===== config.mk =====
export PLATFORM = sky130hd
export DESIGN_NAME = alu181_pipe
export DESIGN_NICKNAME = d
export VERILOG_FILES = /design/src/rtl/alu181_pipe.sv
export SDC_FILE = /design/constraint.sdc
export NUM_CORES = 1
export LEC_CHECK = 0
export BUFFER_PORTS_ARGS = -buffer_cell sky130_fd_sc_hd__buf_2
export CAP_MARGIN = 30
export CORE_MARGIN = 5
export CORE_UTILIZATION = 67
export CTS_BUF_LIST = sky130_fd_sc_hd__clkbuf_2
export DETAILED_ROUTE_END_ITERATION = 16
export MAX_ROUTING_LAYER = met4
export PLACE_DENSITY_LB_ADDON = 0.15
export RECOVER_POWER = 50
export SYNTH_ARGS = -nofsm -noshare
export SYNTH_HDL_FRONTEND = slang
export SYNTH_SLANG_ARGS = --single-unit

===== constraint.sdc =====
create_clock -name clk -period 8.5 [get_ports clk]
set_input_delay 1.7 -clock clk [delete_from_list [all_inputs] [get_ports clk]]
set_output_delay 1.7 -clock clk [all_outputs]
set_load 0.01 [all_outputs]

===== src/rtl/alu181_pipe.sv =====
// alu181_pipe: two-stage valid/ready pipelined 74181-style ALU.
//   Stage 1 registers the operation; stage 2 evaluates it and registers F and flags.
//   Optional feature: define ALU181_OVF_EN to add the signed-overflow output V.
module alu181_pipe #(
  parameter int WIDTH = 8
) (
  input  logic             clk,
  input  logic             rst_n,
  input  logic [WIDTH-1:0] A,
  input  logic [WIDTH-1:0] B,
  input  logic             M,
  input  logic             Cn,
  input  logic [3:0]       Sel,
  input  logic             in_valid,
  output logic             in_ready,
  output logic [WIDTH-1:0] F,
  output logic             Cout,
  output logic             Zero,
  output logic             AeqB,
`ifdef ALU181_OVF_EN
  output logic             V,
`endif
  output logic             out_valid,
  input  logic             out_ready
);

  typedef struct packed {
    logic [WIDTH-1:0] a;
    logic [WIDTH-1:0] b;
    logic             m;
    logic             cn;
    logic [3:0]       sel;
  } op_t;

  // vld_pipe[1]: stage 1 holds an operation; vld_pipe[2]: stage 2 holds a result
  logic [2:1]       vld_pipe;
  op_t              s1;
  logic             accept, s1_move;
  logic [WIDTH-1:0] p, q, lf, f_nx;
  logic [WIDTH:0]   sum;
  logic             cout_nx, v_nx;

  // stage 1 may advance when stage 2 is empty or its result is being taken
  assign s1_move   = vld_pipe[1] && (!vld_pipe[2] || out_ready);
  assign in_ready  = !vld_pipe[1] || !vld_pipe[2] || out_ready;
  assign accept    = in_valid && in_ready;
  assign out_valid = vld_pipe[2];

  // function decode: logic result and arithmetic addend pair for each Sel
  always_comb begin
    p  = '0;
    q  = '0;
    lf = '0;
    case (s1.sel)
      4'h0: begin lf = ~s1.a;             p = s1.a;           q = '0;             end
      4'h1: begin lf = ~(s1.a | s1.b);    p = s1.a | s1.b;    q = '0;             end
      4'h2: begin lf = ~s1.a & s1.b;      p = s1.a | ~s1.b;   q = '0;             end
      4'h3: begin lf = '0;                p = '1;             q = '0;             end
      4'h4: begin lf = ~(s1.a & s1.b);    p = s1.a;           q = s1.a & ~s1.b;   end
      4'h5: begin lf = ~s1.b;             p = s1.a | s1.b;    q = s1.a & ~s1.b;   end
      4'h6: begin lf = s1.a ^ s1.b;       p = s1.a;           q = ~s1.b;          end
      4'h7: begin lf = s1.a & ~s1.b;      p = s1.a & ~s1.b;   q = '1;             end
      4'h8: begin lf = ~s1.a | s1.b;      p = s1.a;           q = s1.a & s1.b;    end
      4'h9: begin lf = ~(s1.a ^ s1.b);    p = s1.a;           q = s1.b;           end
      4'ha: begin lf = s1.b;              p = s1.a | ~s1.b;   q = s1.a & s1.b;    end
      4'hb: begin lf = s1.a & s1.b;       p = s1.a & s1.b;    q = '1;             end
      4'hc: begin lf = '1;                p = s1.a;           q = s1.a;           end
      4'hd: begin lf = s1.a | ~s1.b;      p = s1.a | s1.b;    q = s1.a;           end
      4'he: begin lf = s1.a | s1.b;       p = s1.a | ~s1.b;   q = s1.a;           end
      default: begin lf = s1.a;           p = s1.a;           q = '1;             end
    endcase
  end

  // arithmetic path and result mux; Cn only matters in arithmetic mode
  always_comb begin
    sum     = {1'b0, p} + {1'b0, q} + {{WIDTH{1'b0}}, s1.cn};
    f_nx    = s1.m ? lf : sum[WIDTH-1:0];
    cout_nx = !s1.m && sum[WIDTH];
    // carry into the MSB is recovered from the MSB sum bit
    v_nx    = !s1.m && ((p[WIDTH-1] ^ q[WIDTH-1] ^ sum[WIDTH-1]) ^ sum[WIDTH]);
  end

  // pipeline registers: both stages can advance in the same cycle
  always_ff @(posedge clk) begin
    if (!rst_n) begin
      vld_pipe <= '0;
      s1       <= '0;
      F        <= '0;
      Cout     <= 1'b0;
      Zero     <= 1'b0;
      AeqB     <= 1'b0;
`ifdef ALU181_OVF_EN
      V        <= 1'b0;
`endif
    end else begin
      if (accept) begin
        s1          <= '{a: A, b: B, m: M, cn: Cn, sel: Sel};
        vld_pipe[1] <= 1'b1;
      end else if (s1_move) begin
        vld_pipe[1] <= 1'b0;
      end
      if (s1_move) begin
        vld_pipe[2] <= 1'b1;
        F           <= f_nx;
        Cout        <= cout_nx;
        Zero        <= (f_nx == '0);
        AeqB        <= (s1.a == s1.b);
`ifdef ALU181_OVF_EN
        V           <= v_nx;
`endif
      end else if (out_ready) begin
        vld_pipe[2] <= 1'b0;
      end
    end
  end

`ifndef ALU181_OVF_EN
  // overflow is only exported when the feature is enabled
  logic unused_v;
  assign unused_v = v_nx;
`endif

endmodule


# Word-level counts from Yosys, hierarchy flattened
# Index checks and enable logic that the tools add are counted.
# word_totals
register_bits,35
# op_classes
n_addsub,2
reduce_logical,19
mux,8
eq_ne,15
n_bitwise,12
# ops
operator,n
$pmux 8 s15,1
$pmux 8 s6,1
$not 8->8,5
$pmux 8 s5,1
$eq 4x4->1 const B,7
$and 8x8->8,3
$or 8x8->8,3
$eq 4x3->1 const B,4
$add 8x8->9,1
$add 9x1->9,1
$reduce_or 3->1,3
$eq 4x2->1 const B,2
$eq 8x8->1,1
$logic_not 8->1,1
$mux 8,1
$xor 8x8->8,1
$eq 4x1->1 const B,1
$logic_not 4->1,1
$mux 1,4
$reduce_bool 2->1,2
$reduce_or 2->1,2
$reduce_or 4->1,1
$logic_and 1x1->1,3
$logic_not 1->1,3
$logic_or 1x1->1,3

# Depth between registers and ports, before layout
# depth
word_depth,7
mapped_depth,17
depth_no_buf,15

# Least setup slack after synthesis
# OpenSTA, ideal clock, no wires.
# synth_path
path_kind,input to output
startpoint,input out_ready
endpoint,output in_ready
cell_stages,2
arrival_ns,2.052
required_time_ns,6.800
setup_slack_ns,4.748
cell_sequence,nor2b_1 > nand2_1
# synth_between
elab_chain_cells,1
# synth_rtl
item,line_no,text
from (decl),24,input logic out_ready
$logic_or 1x1->1,45,assign in_ready = !vld_pipe[1] || !vld_pipe[2] || out_ready;
to (decl),15,"output logic in_ready,"
# No other way between the ends.

# Worst setup path after layout
# layout_path
startpoint,register s1[2] (netlist bit)
endpoint,register Zero
# layout_between
elab_chain_cells,7
elab_cells_between_ends,28
classes_between,2 x add/sub; 14 x eq/ne; 4 x mux; 8 x reduce/logical
# layout_rtl
item,line_no,text
from (decl),37,op_t s1;
from (signal assigned),97,"s1 <= '{a: A, b: B, m: M, cn: Cn, sel: Sel};"
$eq 4x2->1 (tied with other cells),54,case (s1.sel)
$reduce_or 4->1 (no line) (tied with other cells),-,
$pmux 8 s6 or $pmux 8 s5 (tied branches),54,
$add 8x8->9,76,"sum = {1'b0, p} + {1'b0, q} + {{WIDTH{1'b0}}, s1.cn};"
$add 9x1->9,76,
$mux 8 (*),77,f_nx = s1.m ? lf : sum[WIDTH-1:0];
$logic_not 8->1 (*),106,Zero <= (f_nx == '0);
to (signal assigned),106,
to (decl),18,"output logic Zero,"
# Every way passes the cells marked *; elsewhere a longest branch is shown, timed or not.
# A chain may end at the register's enable or synchronous reset.

==> reports/qor.csv <==
stage;metric;value;unit
finish;Layout area overhead;4.39;%
cts;H-tree levels;2;
timing;Slew Viols, Final;0;
worst_setup_path;R2R Setup Slk;4.27;ns
cts;CTS tree;yes;
worst_setup_path;critical path arrival;4.60;ns
flow_run;max_cap viols;0;
route;DRT iter0 DRCs;725;
cts;cts hold-fix bufs;0;
yosys;Syn. warnings;0;
route;TritonRoute pass-1 iters;5;
route;vias per inst;7.01;
timing;fin crit period;4.23;ns
worst_setup_path;Worst Path Class, Setup;reg2reg;
die;number of placed I/O pins;39;
yosys;synth top area cells;dfxtp_1, ha_1, nand2_1, a21oi_1, mux2i_1;
die;Die H;86.9;µm
yosys;Syn Area/Cell;7.36;µm²
yosys;Post-synth EDFFs;0;
cts;Root Buffer;clkbuf_2;
timing;Hold Vio Cnt, Final;0;
cts;worst skew pair latency;0.40;ns
yosys;Primary FF master, synth;dfxtp_1;
grt;largest net degree at the start of global routing;61;
yosys;Post-Synthesis Cells;538;
power_and_ir_drop;Leak Pwr;0.00164;µW
yosys;syn_nets;605;
min_path;Min-Delay Path Class;reg2reg;
worst_setup_path;Worst Path Max Fanout;53;
die;Row Count;28;
timing;fmax;236;MHz
worst_setup_path;RR Startpoint;s1[2];
route;Antenna Nets Post-Route;0;
timing;Least-Margin Pin Slew;1.00;ns
yosys;top-count cell post-synth;nand2_1;
worst_setup_path;Critical Path Start Type;register;
route;DRC;0;
die;DIE AREA;7540;µm²
cts;Post-CTS Setup Inserts;0;
finish;layout cells sized above 1;0.0907;
cts;post-CTS resize count;0;
die;Core Footprint;5820;µm²
grt;vias in the first global route;4132;
min_path;hold endpoint;s1[0];
finish;fin nets;617;
route;Detailed Route WL;12700;µm
die;Die Span X;86.9;µm
cts;Clock Sinks;35;
yosys;Yosys top cell area share;0.177;
worst_setup_path;Worst setup EP type;register;
yosys;Post-synth ARST share;0;
worst_setup_path;worst path required time;8.87;ns
power_and_ir_drop;Tot Pwr;459;µW
timing;RSZ-0062 raised after global routing;no;
min_path;hold_sp;s1[0];
min_path;hold path cells;2;
cts;CTS Buffer Depth;2;
yosys;sequential area share after synthesis;0.177;
cts;CTS buffer count;5;
yosys;area leader, netlist;dfxtp_1;
cts;Worst-path clk slew;0.23;ns
grt;initial antenna violation count;0;
yosys;commonest cells in the synthesized netlist;nand2_1, a21oi_1, nor2_1;
placed_design;Post-DP HPWL;9170;µm
grt;GRT Resource Usage Total;0.348;
finish;ANT cells;0;
yosys;Syn Std Cell Area;3960;µm²
power_and_ir_drop;Peak VDD IR;93.1;µV
timing;setup TNS;0;ns
timing;Period Utilization, post-route;0.498;
grt;global route total overflow;0;
route;via count;4387;
timing;Rel. slew slack;0.330;
power_and_ir_drop;PwrDens;111;nW/µm²
placed_design;Placer Congestion;1.06;
yosys;Unique masters post-synth;68;
placed_design;# port buffers;38;
grt;first-pass GRT wire length;20200;µm
worst_setup_path;FF-to-FF path depth;16;
worst_setup_path;Worst R2R End;Zero;
outcome;run status;finished clean;
route;DR WL/cell;20.3;µm
yosys;Synth Register Bits;35;
timing;final setup fails;0;
die;initial core utilization;0.681;
timing;Setup Skew;0.0247;ns
-- layout make-up --
class                      instances  area [µm²]
multi-input combinational        436        2960
clock inverter                     3        23.8
clock buffer                       5        25.0
sequential                        35         702
tap                               75        93.8
fill                             522        1680
timing repair buffer              46         234
inverter                          26        97.6
-- per-layer routing --
layer / global-route usage / vias to the layer above / part of all wire
li1: - / 2005 / -
met1: 0.434 / 1998 / 0.40
met2: 0.525 / 300 / 0.43
met3: 0.0501 / 84 / 0.097
met4: 0.218 / 0 / 0.073
met5: - / - / 0
-- metrics by stage --
stage / area (µm²) / util / std cells / hold WS, ns / worst slack, ns
floorplan: 3960 / - / 538 / 0.462 / 4.75
global placement: 4100 / 0.705 / 618 / 0.443 / 4.51
detailed placement: 4100 / 0.705 / 618 / 0.445 / 4.39
CTS: 4150 / 0.713 / 626 / 0.471 / 4.33
global route: 4130 / 0.710 / 626 / 0.508 / 3.96
finish: 4130 / 0.710 / 626 / 0.473 / 4.27
-- cells by family (layout without fill, tap and decap cells) --
group / after synthesis / count (layout) / synth area share
xor+xnor: 4 / 4 / 0.00885
mux: 21 / 21 / 0.0541
flops: 35 / 35 / 0.177
buf+inv: 67 / 80 / 0.0762
simple gates: 184 / 184 / 0.223
fa+ha+maj: 41 / 41 / 0.133
compound gates: 186 / 186 / 0.327
-- where the power goes --
part           internal (µW)  total, µW  switching (µW)
registers                174        187            13.5
clock network           21.1       87.2            66.2
logic                   71.2        184             113
-- worst max path at each step --
stage,to,from,slack (ns),cells past startpoint
2_1_floorplan,in_ready,out_ready,4.75,2
3_3_place_gp,Zero,s1[2],4.51,16
3_5_place_dp,Zero,s1[2],4.39,16
4_1_cts,Zero,s1[2],4.33,16
5_1_grt,Zero,s1[2],3.96,16
6_report,Zero,s1[2],4.27,16
-- cells in the final DEF (no fill, tap or decap), types with 3 or more instances in the layout --
cell / netlist / final
nand3b_1: 7 / 7
o21ai_0: 32 / 32
a221o_1: 9 / 9
o21bai_1: 3 / 3
buf_2: 16 / 25
xor2_1: 3 / 3
clkbuf_1: 16 / 13
ha_1: 39 / 39
or3_1: 10 / 10
buf_4: 4 / 8
o21a_1: 5 / 5
dfxtp_1: 35 / 34
mux2i_1: 18 / 18
a2bb2oi_1: 6 / 6
o31ai_1: 9 / 9
nand2b_1: 11 / 11
a21o_1: 3 / 3
o221ai_1: 4 / 4
inv_1: 26 / 26
nor4_1: 4 / 4
nor3_1: 15 / 15
nor2_1: 41 / 41
nand3_1: 4 / 4
a2111oi_0: 4 / 4
o22ai_1: 13 / 13
o211ai_1: 6 / 6
o32a_1: 5 / 5
a21oi_1: 44 / 44
a22oi_1: 9 / 9
o31a_1: 4 / 4
nand2_1: 70 / 70
a211oi_1: 5 / 5
nor2b_1: 9 / 9
clkbuf_2: 0 / 5
and3b_1: 4 / 4
-- sequential cells by signal (all words and copies together) (netlist names) --
name      cells
AeqB          1
s1           22
Zero          1
Cout          1
F             8
vld_pipe      2
-- worst max-delay path, stage by stage, from the launching register on --
cell,delay (ns)
dfxtp_1,0.37
buf_4,0.46
nand2b_1,0.49
nand2_1,0.27
or3_1,0.36
o31ai_1,0.07
o32a_1,0.19
fa_1,0.21
inv_1,0.07
fa_1,0.45
nor2b_1,0.18
o31a_1,0.18
a21oi_1,0.05
o21ai_0,0.24
o211ai_1,0.15
nor4b_2,0.28
a31o_1,0.17
(Power assumes the default switching activity.)
